File: config.mk
export PLATFORM = sky130hd
export DESIGN_NAME = mem_arbiter
export DESIGN_NICKNAME = d
export VERILOG_FILES = /design/src/rtl/mem_arbiter.sv
export SDC_FILE = /design/constraint.sdc
export NUM_CORES = 1
export LEC_CHECK = 0
export CORE_ASPECT_RATIO = 0.8
export CORE_MARGIN = 2
export CORE_UTILIZATION = 42
export DETAILED_ROUTE_END_ITERATION = 8
export PLACE_DENSITY = 0.93
export SKIP_CTS_REPAIR_TIMING = 1
export SYNTH_ARGS = -nofsm -noshare
export SYNTH_HDL_FRONTEND = slang
export SYNTH_SLANG_ARGS = --single-unit
File: constraint.sdc
create_clock -name CLK -period 11.4 [get_ports CLK]
set_clock_uncertainty 0.2 [all_clocks]
set_input_delay 1.14 -clock CLK [delete_from_list [all_inputs] [get_ports CLK]]
set_output_delay 1.14 -clock CLK [all_outputs]
set_load 0.02 [all_outputs]
File: src/rtl/mem_arbiter.sv
// Two-port memory arbiter: an instruction-fetch port and a data port share one
// combinational-read RAM. Each access takes IDLE -> GRANT -> RESP, with
// round-robin choice when both requesters collide.
module mem_arbiter #(
  parameter int unsigned ADDRESS_WIDTH = 32,
  parameter int unsigned DATA_WIDTH    = 32
) (
  input  logic                     CLK,
  input  logic                     RST,
  // Instruction-fetch port
  input  logic                     I_REQ,
  input  logic [ADDRESS_WIDTH-1:0] I_ADDR,
  output logic [DATA_WIDTH-1:0]    I_RDATA,
  output logic                     I_ACK,
  // Data port
  input  logic                     D_REQ,
  input  logic                     D_WE,
  input  logic [ADDRESS_WIDTH-1:0] D_ADDR,
  input  logic [DATA_WIDTH-1:0]    D_WDATA,
  input  logic [1:0]               D_SEL,
  output logic [DATA_WIDTH-1:0]    D_RDATA,
  output logic                     D_ACK,
  // RAM side
  output logic [ADDRESS_WIDTH-1:0] RAM_ADDR,
  output logic [DATA_WIDTH-1:0]    RAM_DATA,
  output logic                     RAM_W_EN,
  output logic [1:0]               RAM_SEL,
  input  logic [DATA_WIDTH-1:0]    RAM_RDATA,
  output logic                     BUSY
);

  typedef enum logic [1:0] {StIdle, StGrant, StResp} state_e;

  state_e state_q, state_d;

  // Source encoding: 1'b0 = fetch, 1'b1 = data.
  logic                     last_grant_q;
  logic                     src_q;
  logic                     we_q;
  logic [ADDRESS_WIDTH-1:0] addr_q;
  logic [DATA_WIDTH-1:0]    wdata_q;
  logic [1:0]               sel_q;
  logic [DATA_WIDTH-1:0]    i_rdata_q;
  logic [DATA_WIDTH-1:0]    d_rdata_q;

  logic latch_en;
  logic grant_data;

  // Data wins when it is the only requester, or on a collision when fetch had the last grant.
  assign grant_data = D_REQ & (~I_REQ | ~last_grant_q);

  // Next-state logic; requests are only looked at in IDLE.
  always_comb begin
    state_d  = state_q;
    latch_en = 1'b0;
    unique case (state_q)
      StIdle: begin
        if (I_REQ || D_REQ) begin
          state_d  = StGrant;
          latch_en = 1'b1;
        end
      end
      StGrant: state_d = StResp;
      StResp:  state_d = StIdle;
      default: state_d = StIdle;
    endcase
  end

  // State register.
  always_ff @(posedge CLK or posedge RST) begin
    if (RST) begin
      state_q <= StIdle;
    end else begin
      state_q <= state_d;
    end
  end

  // Latch the winning request's fields at the grant edge.
  always_ff @(posedge CLK or posedge RST) begin
    if (RST) begin
      last_grant_q <= 1'b0;
      src_q        <= 1'b0;
      we_q         <= 1'b0;
      addr_q       <= '0;
      wdata_q      <= '0;
      sel_q        <= 2'b00;
    end else if (latch_en) begin
      last_grant_q <= grant_data;
      src_q        <= grant_data;
      we_q         <= grant_data & D_WE;
      addr_q       <= grant_data ? D_ADDR : I_ADDR;
      wdata_q      <= D_WDATA;
      sel_q        <= grant_data ? D_SEL : 2'b00;
    end
  end

  // Capture RAM read data on leaving GRANT; stores leave D_RDATA alone.
  always_ff @(posedge CLK or posedge RST) begin
    if (RST) begin
      i_rdata_q <= '0;
      d_rdata_q <= '0;
    end else if (state_q == StGrant) begin
      if (!src_q) begin
        i_rdata_q <= RAM_RDATA;
      end else if (!we_q) begin
        d_rdata_q <= RAM_RDATA;
      end
    end
  end

  // Outputs decoded from state; reset forces them low immediately.
  always_comb begin
    RAM_ADDR = addr_q;
    RAM_DATA = wdata_q;
    RAM_SEL  = sel_q;
    RAM_W_EN = (state_q == StGrant) && we_q;
    I_ACK    = (state_q == StResp) && !src_q;
    D_ACK    = (state_q == StResp) && src_q;
    BUSY     = (state_q != StIdle);
    I_RDATA  = i_rdata_q;
    D_RDATA  = d_rdata_q;
  end

endmodule

# After elaboration in Yosys (flattened, before gate mapping)
# Cells that the tools add are included.
# totals
out_inout_bits	134
ff_bits	134
elab_cells	32
inputBits	135
# classes
n_reduce_logical	9
bitwise_logic	6
muxes	6
n_eq_ne	3
# ops
operator	count
$mux W32	1
$mux W2	2
$pmux W2 S2	1
$logic_and A1 B1 Y1	3
$not A1 Y1	3
$reduce_and A3 Y1	1
$and A1 B1 Y1	2
$eq A2 B1 Y1 const B	1
$eq A2 B2 Y1 const B	1
$logic_not A2 Y1	1
$mux W1	2
$ne A2 B2 Y1 const B	1
$reduce_and A2 Y1	1
$reduce_bool A2 Y1	1
$logic_not A1 Y1	1
$logic_or A1 B1 Y1	1
$or A1 B1 Y1	1

# Depth between registers and ports, before layout
# depth
depth_word	4
mapped_depth	6
ltp_nobuf	4

# Least setup slack after synthesis
# Ideal clock, no wire load.
# synth_path
path_kind	input to register
start	in D_REQ
end	reg addr_q[18], in the netlist RAM_ADDR[18]
path_slack_ns	8.894
setup_ns	0.125
t_arrival_ns	2.182
stages	5
t_required_ns	11.075
n_path_buf	2
cell_sequence	a21bo_2 > buf_2 > buf_6 > mux2_2 > mux2_2
# synth_via
elab_chain_len	3
word_cells_on_any_way	5
classes_between	3 x mux; 1 x bitwise; 1 x reduce/logical
# synth_lines
element	line_no	rtl
from (decl)	16	input logic D_REQ,
$logic_or A1 B1 Y1	58	if (I_REQ || D_REQ) begin
$mux W1	58	
$mux W1	56	unique case (state_q)
to (signal assigned)	91	addr_q <= grant_data ? D_ADDR : I_ADDR;
to (decl)	40	logic [ADDRESS_WIDTH-1:0] addr_q;
# Several ways; a longest one is shown, not always the timed one.
# A chain may end at the register's enable or synchronous reset.

# Final worst setup path
# layout_path
start	in I_REQ
end	reg wdata_q[8], in the netlist RAM_DATA[8]
# layout_via
elab_chain_len	3
# layout_lines
element	line_no	rtl
from (decl)	11	input logic I_REQ,
$logic_or A1 B1 Y1	58	
$mux W1	58	
$mux W1	56	
to (signal assigned)	85	wdata_q <= '0;
to (signal assigned)	92	wdata_q <= D_WDATA;
to (decl)	41	logic [DATA_WIDTH-1:0] wdata_q;
# Every way passes these cells.

==> flow_summary.toml <==
[cells_and_area]
n_antenna_cell = 0
drive_gt1_share_pct = 26.6
most-common-layout-cells = "clkdlybuf4s50_1, dfrtp_1, mux2_2"
areaGrowthSynthToFinish_pct = 59.9
layout_commonest_cell = "clkdlybuf4s50_1"
fin_nets = 736
fillers = 906

[cts]
clk_path_buf_depth = 2
root_buffer = "clkbuf_16"
insertion_delay_ns = 0.40
cts_tree = "built"
clock_sinks = 134
cts_inserted_buffers = 17
cts.clk_slew.worst_paths_ns = 0.06
h-tree-depth = 4

[routing]
drtPass1Iterations = 3
dr_total_vias = 3737
routedWlPerCell_um = 18.2
routed_wl_um = 14300
ant_nets = 0
first_iter_violations = 102
route.detailed.drc = 0
vias_per_cell = 4.74

[job]
maxCapViolCount = 0

[pwr]
sw_frac_of_total_pct = 34.8
p_sw_uw = 958
p_leak_uw = 0.00368
p_per_area_nw_per_um2 = 311
total_power_uw = 2750
power_frac_comb_pct = 49.0
clockPowerShare_pct = 19.7
ir_drop_mv = 0.162
seqPwrFrac_pct = 31.3
p_int_uw = 1790

[synthesis]
yosys_warnings = 0
postSynthAreaPerCell_um2 = 16.8
synthDistinctLibCells = 24
synth_area_um2 = 5540
yosysTopAreaCell = "dfrtp_1"
syn_nets = 465
ys_ff_latch = 134
netlist.area_leader.share_pct = 60.5
ys_top_cells_by_area = "dfrtp_1, mux2_2, mux2_1, mux2_4, buf_8"
synth.yosys.seq_area_share_pct = 60.5
synth_cells = 330

[min_path]
hp-class = "flip-flop to flip-flop"
hp-start = "RAM_DATA[7]"

[worst_setup_path]
worst_setup_path_start_kind = "primary input"
critPathMaxStageDelay_ns = 0.57
path_max_fanout = 37
r2r_start = "state_q[1]"
critPathRequiredTime_ns = 11.48
cp_slowest_cell = "inv_2"
startpoint = "I_REQ"
path_cells = "clkdlybuf4s50_1 > nor2_1 > or2_4 > inv_2 > buf_4 > mux2_1"
cp_top_family = "buffers and inverters"
critPathKind = "primary input to flip-flop"
critPathBufInv = 3
crit_path_end_kind = "flip-flop"
crit_arrival_ns = 3.45

[sta]
relSlewSlack_pct = 34.3
timing.fmax_mhz = 296
max_slew.worst_pin.slew_ns = 0.983
fin_crit_ns = 3.38
setup-violations-final = 0
final-hold-violation-count = 0
rsz0062_at_grt = "false"
finalMaxSlewViolations = 0
fin_setup_tns_ns = 0
period_share_pct = 29.6

[grt]
grt_max_degree = 72
grt_use_total_pct = 20.7
antenna_found_initial = 0
grt_overflow_total = 0
grt_pass1_vias = 4279
grt_pass1_wl_um = 22800

[die]
rows = 37
die_w_um = 132
die_y_um = 107
placeableCoreArea_um2 = 12900
dieArea_um2 = 14100
start_util_pct = 43.1
ioPinCount = 269

[status]
status = "finished, final reports clean"

[placement]
place_hpwl_um = 10600
io_buffers = 268
gp_congestion = 0.759
==> cell usage after synthesis (all sizes together) <==
cell,number
a21bo,1
a21o,1
a22o,3
and2,1
and3b,2
buf,17
clkbuf,2
dfrtp,134
inv,2
mux2,160
nor2,1
nor2b,2
nor3,1
nor3b,1
or2,2
==> power groups by stage <==
stage | Sequential [uW] | Combinational, uW | Clock [uW]
after floorplan | 1140 | 467 | 0
after global placement | 848 | 1320 | 0
after detailed placement | 867 | 1360 | 0
after CTS | 865 | 1360 | 553
after global routing | 894 | 1410 | 574
final | 862 | 1350 | 543
==> path summary, 6_finish.rpt <==
check	slack, ns	cells after the start	end
max	8.02	6	RAM_DATA[8]
min	0.29	1	RAM_DATA[7]
max reg2reg	8.58	5	RAM_DATA[8]
min reg2reg	0.29	1	RAM_DATA[7]
max in group asynchronous	8.56	3	D_RDATA[6]
min in group asynchronous	1.03	2	RAM_DATA[17]
==> sequential cells by signal, summed over array words and instances, names as in the netlist <==
name	cells
RAM_ADDR	32
RAM_DATA	32
src_q	1
I_RDATA	32
RAM_SEL	2
state_q	2
we_q	1
D_RDATA	32
==> cell type report <==
| cell class | count | area, um2 | share of cell area (%) |
|---|---|---|---|
| Timing Repair Buffer | 271 | 2710 | 30.5 |
| Multi-Input combinational cell | 175 | 1990 | 22.4 |
| Clock buffer | 18 | 429 | 4.84 |
| Tap cell | 175 | 219 | 2.47 |
| Sequential cell | 134 | 3350 | 37.8 |
| Clock inverter | 13 | 159 | 1.79 |
| Inverter | 2 | 10.0 | 0.113 |
==> cell families (layout without fill, tap and decap cells) <==
family | count (synthesis) | count (layout) | synth area share [%]
multiplexers | 160 | 160 | 33.7
AND/OR/NAND/NOR | 10 | 10 | 1.22
AO/OA/AOI/OAI | 5 | 5 | 0.790
buffers and inverters | 21 | 304 | 3.75
flip-flops | 134 | 134 | 60.5
==> worst register-to-register path: stages (launching register included) <==
cell and delay, ns:
dfrtp_1 0.40, or2_1 0.29, or2_4 0.30, inv_2 0.57
buf_4 0.55, mux2_1 0.39
==> per-stage QoR <==
| stage | instances | cell area [um2] | hold slack [ns] | setup slack, ns | util [%] |
|---|---|---|---|---|---|
| after detailed placement | 757 | 8280 | 0.276 | 7.59 | 64.3 |
| after global placement | 757 | 8280 | 0.268 | 7.68 | 64.3 |
| after CTS | 788 | 8860 | 0.289 | 8.01 | 68.9 |
| after global routing | 788 | 8860 | 0.303 | 7.90 | 68.9 |
| after floorplan | 330 | 5540 | 0.247 | 6.48 | - |
| final | 788 | 8860 | 0.286 | 8.02 | 68.9 |
==> metal layers <==
metal | part of all wire [%] | vias up | wire length [um] | GRT usage [%]
li1 | - | 1718 | - | -
met1 | 40 | 1832 | 5660 | 22.5
met3 | 7.7 | 22 | 1110 | 7.61
met2 | 51 | 165 | 7260 | 37.2
met5 | 0 | - | 0 | 0
met4 | 2.0 | 0 | 286 | 7.76
Power figures use the tool's default switching activity.
